==> src/rtl/alu_share_arbiter.sv <==
// ---------------------------------------------------------------------------
// alu_share_arbiter
//
// Purpose:
//   Shares one single-cycle 32-bit ALU between two requesters using
//   round-robin arbitration. An accepted operation is captured into operand
//   registers, evaluated by the ALU for one cycle, and returned on a single
//   registered response channel that honours consumer backpressure.
//
// Parameters:
//   TAG_W  width of the opaque requester tag echoed back with the response
//   CNT_W  width of the completed-response counter (wraps silently)
//
// Ports:
//   clk, rst                       clock, asynchronous active-high reset
//   r0_valid/r0_ready/r0_a/r0_b/r0_op/r0_tag   requester 0 channel
//   r1_valid/r1_ready/r1_a/r1_b/r1_op/r1_tag   requester 1 channel
//   rsp_valid/rsp_ready            response handshake
//   rsp_id, rsp_tag                issuing requester index and its tag
//   rsp_result, rsp_zero           ALU result and zero / branch-taken flag
//   busy                           high whenever the FSM is not idle
//   op_count                       number of completed response handshakes
// ---------------------------------------------------------------------------
module alu_share_arbiter #(
    parameter int TAG_W = 4,
    parameter int CNT_W = 16
) (
    input  logic             clk,
    input  logic             rst,
    input  logic             r0_valid,
    output logic             r0_ready,
    input  logic [31:0]      r0_a,
    input  logic [31:0]      r0_b,
    input  logic [3:0]       r0_op,
    input  logic [TAG_W-1:0] r0_tag,
    input  logic             r1_valid,
    output logic             r1_ready,
    input  logic [31:0]      r1_a,
    input  logic [31:0]      r1_b,
    input  logic [3:0]       r1_op,
    input  logic [TAG_W-1:0] r1_tag,
    output logic             rsp_valid,
    input  logic             rsp_ready,
    output logic             rsp_id,
    output logic [TAG_W-1:0] rsp_tag,
    output logic [31:0]      rsp_result,
    output logic             rsp_zero,
    output logic             busy,
    output logic [CNT_W-1:0] op_count
);

    localparam logic [3:0] ALU_ADD  = 4'd0;
    localparam logic [3:0] ALU_SUB  = 4'd1;
    localparam logic [3:0] ALU_SLL  = 4'd2;
    localparam logic [3:0] ALU_SLT  = 4'd3;
    localparam logic [3:0] ALU_SLTU = 4'd4;
    localparam logic [3:0] ALU_XOR  = 4'd5;
    localparam logic [3:0] ALU_SRL  = 4'd6;
    localparam logic [3:0] ALU_SRA  = 4'd7;
    localparam logic [3:0] ALU_OR   = 4'd8;
    localparam logic [3:0] ALU_AND  = 4'd9;
    localparam logic [3:0] ALU_BEQ  = 4'd10;
    localparam logic [3:0] ALU_BNE  = 4'd11;
    localparam logic [3:0] ALU_BLT  = 4'd12;
    localparam logic [3:0] ALU_BGE  = 4'd13;
    localparam logic [3:0] ALU_BLTU = 4'd14;
    localparam logic [3:0] ALU_BGEU = 4'd15;

    typedef enum logic [1:0] {IDLE, EXEC, RESP} state_t;

    state_t             state_q, state_d;
    logic               lastGrant_q, lastGrant_d;
    logic [31:0]        opA_q, opA_d;
    logic [31:0]        opB_q, opB_d;
    logic [3:0]         opOp_q, opOp_d;
    logic [TAG_W-1:0]   opTag_q, opTag_d;
    logic               opId_q, opId_d;
    logic               rspValid_q, rspValid_d;
    logic               rspId_q, rspId_d;
    logic [TAG_W-1:0]   rspTag_q, rspTag_d;
    logic [31:0]        rspResult_q, rspResult_d;
    logic               rspZero_q, rspZero_d;
    logic [CNT_W-1:0]   count_q, count_d;

    logic               grant0, grant1, canAccept, accept;
    logic [31:0]        aluResult, aluDiff;
    logic               aluZero, aluTaken, aluBranch;

    // The shared ALU, fed only from the captured operand registers. Branch
    // codes return a-b as the result and report the taken condition on the
    // zero flag; every other code reports whether the result is zero.
    always_comb begin
        aluDiff   = opA_q - opB_q;
        aluResult = 32'd0;
        aluTaken  = 1'b0;
        aluBranch = 1'b0;
        case (opOp_q)
            ALU_ADD:  aluResult = opA_q + opB_q;
            ALU_SUB:  aluResult = aluDiff;
            ALU_SLL:  aluResult = opA_q << opB_q[4:0];
            ALU_SLT:  aluResult = {31'd0, $signed(opA_q) < $signed(opB_q)};
            ALU_SLTU: aluResult = {31'd0, opA_q < opB_q};
            ALU_XOR:  aluResult = opA_q ^ opB_q;
            ALU_SRL:  aluResult = opA_q >> opB_q[4:0];
            ALU_SRA:  aluResult = $unsigned($signed(opA_q) >>> opB_q[4:0]);
            ALU_OR:   aluResult = opA_q | opB_q;
            ALU_AND:  aluResult = opA_q & opB_q;
            ALU_BEQ:  begin aluBranch = 1'b1; aluResult = aluDiff; aluTaken = (opA_q == opB_q); end
            ALU_BNE:  begin aluBranch = 1'b1; aluResult = aluDiff; aluTaken = (opA_q != opB_q); end
            ALU_BLT:  begin aluBranch = 1'b1; aluResult = aluDiff; aluTaken = ($signed(opA_q) < $signed(opB_q)); end
            ALU_BGE:  begin aluBranch = 1'b1; aluResult = aluDiff; aluTaken = ($signed(opA_q) >= $signed(opB_q)); end
            ALU_BLTU: begin aluBranch = 1'b1; aluResult = aluDiff; aluTaken = (opA_q < opB_q); end
            ALU_BGEU: begin aluBranch = 1'b1; aluResult = aluDiff; aluTaken = (opA_q >= opB_q); end
            default:  aluResult = 32'd0;
        endcase
        aluZero = aluBranch ? aluTaken : (aluResult == 32'd0);
    end

    // Arbitration and the next-state logic. The grant only matters when an
    // accept slot exists: in IDLE, or in RESP while the held response is being
    // taken. Reset gates the readies so nothing is offered while it is held.
    always_comb begin
        grant1    = (r0_valid && r1_valid) ? ~lastGrant_q : r1_valid;
        grant0    = r0_valid && !grant1;
        canAccept = !rst && ((state_q == IDLE) || ((state_q == RESP) && rsp_ready));
        r0_ready  = grant0 && canAccept;
        r1_ready  = grant1 && canAccept;
        accept    = r0_ready || r1_ready;

        state_d     = state_q;
        lastGrant_d = lastGrant_q;
        opA_d       = opA_q;
        opB_d       = opB_q;
        opOp_d      = opOp_q;
        opTag_d     = opTag_q;
        opId_d      = opId_q;
        rspValid_d  = rspValid_q;
        rspId_d     = rspId_q;
        rspTag_d    = rspTag_q;
        rspResult_d = rspResult_q;
        rspZero_d   = rspZero_q;
        count_d     = count_q;

        case (state_q)
            IDLE: begin
                if (accept) state_d = EXEC;
            end
            EXEC: begin
                rspValid_d  = 1'b1;
                rspId_d     = opId_q;
                rspTag_d    = opTag_q;
                rspResult_d = aluResult;
                rspZero_d   = aluZero;
                state_d     = RESP;
            end
            RESP: begin
                if (rsp_ready) begin
                    count_d    = count_q + CNT_W'(1);
                    rspValid_d = 1'b0;
                    state_d    = accept ? EXEC : IDLE;
                end
            end
            default: state_d = IDLE;
        endcase

        if (accept) begin
            lastGrant_d = r1_ready;
            opId_d      = r1_ready;
            opA_d       = r1_ready ? r1_a   : r0_a;
            opB_d       = r1_ready ? r1_b   : r0_b;
            opOp_d      = r1_ready ? r1_op  : r0_op;
            opTag_d     = r1_ready ? r1_tag : r0_tag;
        end
    end

    // State register. Reset discards any captured operation and any pending
    // response; last grant starts at requester 1 so requester 0 wins first.
    always_ff @(posedge clk or posedge rst) begin
        if (rst) begin
            state_q     <= IDLE;
            lastGrant_q <= 1'b1;
            opA_q       <= 32'd0;
            opB_q       <= 32'd0;
            opOp_q      <= 4'd0;
            opTag_q     <= '0;
            opId_q      <= 1'b0;
            rspValid_q  <= 1'b0;
            rspId_q     <= 1'b0;
            rspTag_q    <= '0;
            rspResult_q <= 32'd0;
            rspZero_q   <= 1'b0;
            count_q     <= '0;
        end else begin
            state_q     <= state_d;
            lastGrant_q <= lastGrant_d;
            opA_q       <= opA_d;
            opB_q       <= opB_d;
            opOp_q      <= opOp_d;
            opTag_q     <= opTag_d;
            opId_q      <= opId_d;
            rspValid_q  <= rspValid_d;
            rspId_q     <= rspId_d;
            rspTag_q    <= rspTag_d;
            rspResult_q <= rspResult_d;
            rspZero_q   <= rspZero_d;
            count_q     <= count_d;
        end
    end

    assign rsp_valid  = rspValid_q;
    assign rsp_id     = rspId_q;
    assign rsp_tag    = rspTag_q;
    assign rsp_result = rspResult_q;
    assign rsp_zero   = rspZero_q;
    assign busy       = (state_q != IDLE);
    assign op_count   = count_q;

endmodule

==> config.mk <==
export PLATFORM = sky130hd
export DESIGN_NAME = alu_share_arbiter
export DESIGN_NICKNAME = d
export VERILOG_FILES = /design/src/rtl/alu_share_arbiter.sv
export SDC_FILE = /design/constraint.sdc
export NUM_CORES = 1
export LEC_CHECK = 0
export CORE_UTILIZATION = 46
export DETAILED_ROUTE_END_ITERATION = 8
export PLACE_DENSITY_LB_ADDON = 0.15
export RECOVER_POWER = 100
export SETUP_SLACK_MARGIN = 0.5
export SLEW_MARGIN = 15
export SYNTH_ARGS = -nofsm -noshare
export SYNTH_HDL_FRONTEND = slang
export SYNTH_SLANG_ARGS = --single-unit
export TNS_END_PERCENT = 1
==> constraint.sdc <==
create_clock -name clk -period 5.4 [get_ports clk]
set_input_delay 0.54 -clock clk [delete_from_list [all_inputs] [get_ports clk]]
set_output_delay 0.54 -clock clk [all_outputs]
set_load 0.03 [all_outputs]
==> flow_summary_export.csv <==
group,metric,value,unit
clock_tree,cts_buffers,17,
clock_tree,cts-root-buf,"clkbuf_16",
setup_path,rrSetupSlack,300,ps
clock_tree,cts.clk_slew.worst_paths,70,ps
setup_path,cp_slowest_cell,"clkbuf_1",
global_route,grt_usage,0.466,
drt,drtPass1Iterations,8,
floorplanning,die_x,185,um
sta,final_max_slew_viol_count,115,
placed_design,port_buffers,206,
power,vdd_drop_max,0.418,mV
final_layout,fin_area,18800,um2
clock_tree,htree_num_levels,4,
synth,yosys_warnings,0,
synth,synth_area,15400,um2
final_layout,syn2layout_area_growth,21.7,%
drt,drtIter0Drc,2918,
global_route,antenna_found_initial,5,
sta,period_minus_slack,5100,ps
setup_path,critPathKind,"flip-flop to flip-flop",
synth,yosys-mux-area-fraction,0.151,
synth,synthDistinctLibCells,86,
sta,tightest_slew,1950,ps
setup_path,timing.critical_path.fanout_max,58,
global_route,grt_max_degree,98,
worst_hold_path,hold_start,"opTag_q[0]",
setup_path,reg2reg_depth,13,
synth,synth.avg_cell_area,7.67,um2
sta,setup_violations,0,
clock_tree,post-cts-setup-buffer-count,0,
synth,syn_inst,2009,
global_route,grt_pass1_vias,16900,
clock_tree,cts_buffer_depth,2,
synth,synth_top_family_by_area,"compound AO/OA/AOI/OAI gates",
sta,finalSetupTns,0,ps
synth,yosys.area_share.adder,0.0822,
drt,totalWireLength,80000,um
sta,skew,9.91,ps
global_route,grt_pass1_wl,115000,um
worst_hold_path,hp-class,"flip-flop to flip-flop",
clock_tree,cts_tree,"built",
floorplanning,start_util,0.470,
synth,yosys.area.top_type_share,0.211,
drt,postRouteAntennaNets,0,
setup_path,rr_endpoint,"rsp_zero",
final_layout,fillerInstances,3043,
sta,period_share,0.945,
sta,relSlewSlack,-0.299,
sta,finalHoldViolCount,0,
setup_path,crit_family,"compound AO/OA/AOI/OAI gates",
worst_hold_path,holdPathEnd,"rsp_tag[0]",
drt,vias,18300,
run_status,status,"complete, but fails checks",
setup_path,worst-path-buf-inv,3,
setup_path,r2r_start,"opB_q[0]",
floorplanning,io_pins,207,
setup_path,path_cells,"buf_12 > clkinv_1 > clkbuf_1 > nor2_1 > a32oi_1 > o21ai_0 > a32oi_1 > o2111ai_1 > o21ai_0 > nand3_1 > or4_1 > or4_1 > o21ai_1",
synth,synth_simple_gate_area_frac,0.190,
setup_path,endpoint_kind,"flip-flop",
placed_design,dpl.hpwl,62500,um
power,p_leak,8.38,nW
synth,synth_nets,2258,
floorplanning,dieArea,34200,um2
setup_path,worstPathRequired,5790,ps
synth,synth_edf_count,0,
drt,drt-vias-per-instance,6.94,
final_layout,drive_above_1_share,0.0988,
worst_hold_path,min_path_cells,2,
power,power_density,812,nW/um2
placed_design,gp_congestion,1.13,
synth,synth-seq-area-share,0.213,
synth,synth-xor-area-share,0.0165,
setup_path,cp-start-kind,"flip-flop",
job,cap_violations,3,
floorplanning,core-area,32800,um2
synth,synth-compound-area-share,0.279,
placed_design,placed_cell_area,18200,um2
run_status,violations,"capacitance limit, slew limit",
drt,wl_per_cell,30.4,um
drt,drc,0,
floorplanning,rows,66,
sta,fmax,196,MHz
sta,grt_setup_unrepaired,"false",
synth,yosysTopAreaCell,"dfrtp_1",
final_layout,fin_util,0.572,
final_layout,final_nets,2422,
synth,synthArstFlopShare,1.00,
global_route,grt_overflow_total,0,
setup_path,cp.arrival,5500,ps
setup_path,cpPeakStageDelay,650,ps
synth,synth-seq-cells,131,
clock_tree,cts_sinks,131,
clock_tree,hold_buffers,0,
synth,synth_flop_cell,"dfrtp_1",
floorplanning,die_y,185,um
synth,synth_area_leaders,"dfrtp_1, mux2i_1, ha_1, a21oi_1, nor2_1",
clock_tree,clock_latency,470,ps
cells in the final DEF, fill, tap and decap left out, drive strengths merged, types with 12 or more instances in the layout:
cell / netlist / final
a2111oi: 14 / 14
a211oi: 33 / 33
a21oi: 198 / 198
a221o: 13 / 13
a221oi: 13 / 13
a22oi: 27 / 27
a31oi: 19 / 19
and2: 12 / 12
buf: 56 / 90
clkbuf: 106 / 28
clkdlybuf4s50: 0 / 146
dfrtp: 130 / 130
dlygate4sd3: 0 / 60
ha: 98 / 98
inv: 98 / 107
mux2: 27 / 27
mux2i: 137 / 137
mux4: 29 / 29
nand2: 196 / 196
nand3: 50 / 50
nand4: 15 / 15
nor2: 226 / 226
nor2b: 19 / 19
nor3: 34 / 34
nor4: 12 / 12
o2111ai: 12 / 12
o211ai: 36 / 36
o21ai: 120 / 120
o221ai: 19 / 19
o22ai: 29 / 29
o31ai: 12 / 12
or3: 13 / 13
xnor2: 17 / 17
xor2: 12 / 12
cell families after synthesis:
family	count (synthesis)
DFF	131
xor gates and xnor gates	29
buffers and inverters	263
muxes	193
AOI/OAI and AO/OA	652
and+or+nand+nor	641
adders and majority gates	100
area by class of cell:
class	count	area [um2]	share of cell area
Tap cell	442	553	0.0295
Clock buffer	17	425	0.0227
Antenna cell	2	5.00	0.000267
Multi-Input combinational cell	1615	11100	0.594
Timing Repair Buffer	307	2810	0.150
Sequential cell	131	3290	0.175
Clock inverter	15	138	0.00734
Inverter	101	384	0.0205
cell usage after synthesis (13+ instances only):
cell       count
nor2_1       225
a21oi_1      198
nand2_1      196
mux2i_1      137
dfrtp_1      130
o21ai_0      117
clkbuf_1     106
ha_1          98
inv_1         98
nand3_1       50
o211ai_1      36
nor3_1        34
a211oi_1      32
mux4_2        29
o22ai_1       29
a22oi_1       27
buf_1         26
mux2_2        26
buf_2         22
a31oi_1       19
nor2b_1       19
o221ai_1      19
xnor2_1       17
nand4_1       15
a2111oi_0     13
a221o_1       13
a221oi_1      13
or3_1         13
registers in the layout (all words and copies together), names as in the netlist:
signal / flops
opId_q: 1
lastGrant_q: 1
opA_q: 32
op_count: 16
rsp_result: 32
rsp_valid: 1
rsp_id: 1
opTag_q: 4
rsp_tag: 4
opB_q: 32
rsp_zero: 1
opOp_q: 4
state_q: 2
how the worst max path moves through the flow:
stage,from,cells past startpoint,slack (ps),to
after floorplan,opB_q[2],17,780,rsp_zero
after global placement,opOp_q[3],12,650,rsp_zero
after detailed placement,opA_q[1],13,530,rsp_zero
after CTS,opB_q[1],12,560,rsp_zero
after global routing,opB_q[0],13,300,rsp_zero
final,opB_q[0],13,300,rsp_zero
timing repair:
item	in CTS	in global routing
gates cloned	0	0
endpoints found under the setup margin	1	1
gates resized for setup	1	7
power by group:
group	switching, mW	internal, mW	leakage (nW)
registers	0.529	1.39	1.55
logic	8.07	4.07	6.56
clock network	0.565	0.606	0.273
total	9.17	6.06	8.38
worst reg2reg max path: cells and delay by family, from the launching register on:
kind,cells,cell delay [ps]
buffers and inverters,3,1120
AOI/OAI and AO/OA,6,1760
and+or+nand+nor,4,1730
DFF,1,450
metrics by stage:
step / hold slack, ps / setup slack, ps / std cells / total power, mW
2_1_floorplan: 438 / 777 / 2009 / 8.93
3_3_place_gp: 446 / 647 / 2596 / 13.4
3_5_place_dp: 456 / 528 / 2596 / 13.4
4_1_cts: 471 / 558 / 2628 / 14.7
5_1_grt: 496 / 298 / 2628 / 15.7
6_report: 470 / 297 / 2630 / 15.2
metal layers:
layer  GRT usage  up-vias  wire length (um)  part of all wire
met5           0        -                46           0.00057
met4       0.265        6              5000             0.062
met3       0.136      296             10200              0.13
met2       0.689     1454             33900              0.42
met1       0.603     8752             30900              0.39
li1            -     7753                 -                 -
Power figures use the tool's default switching activity.
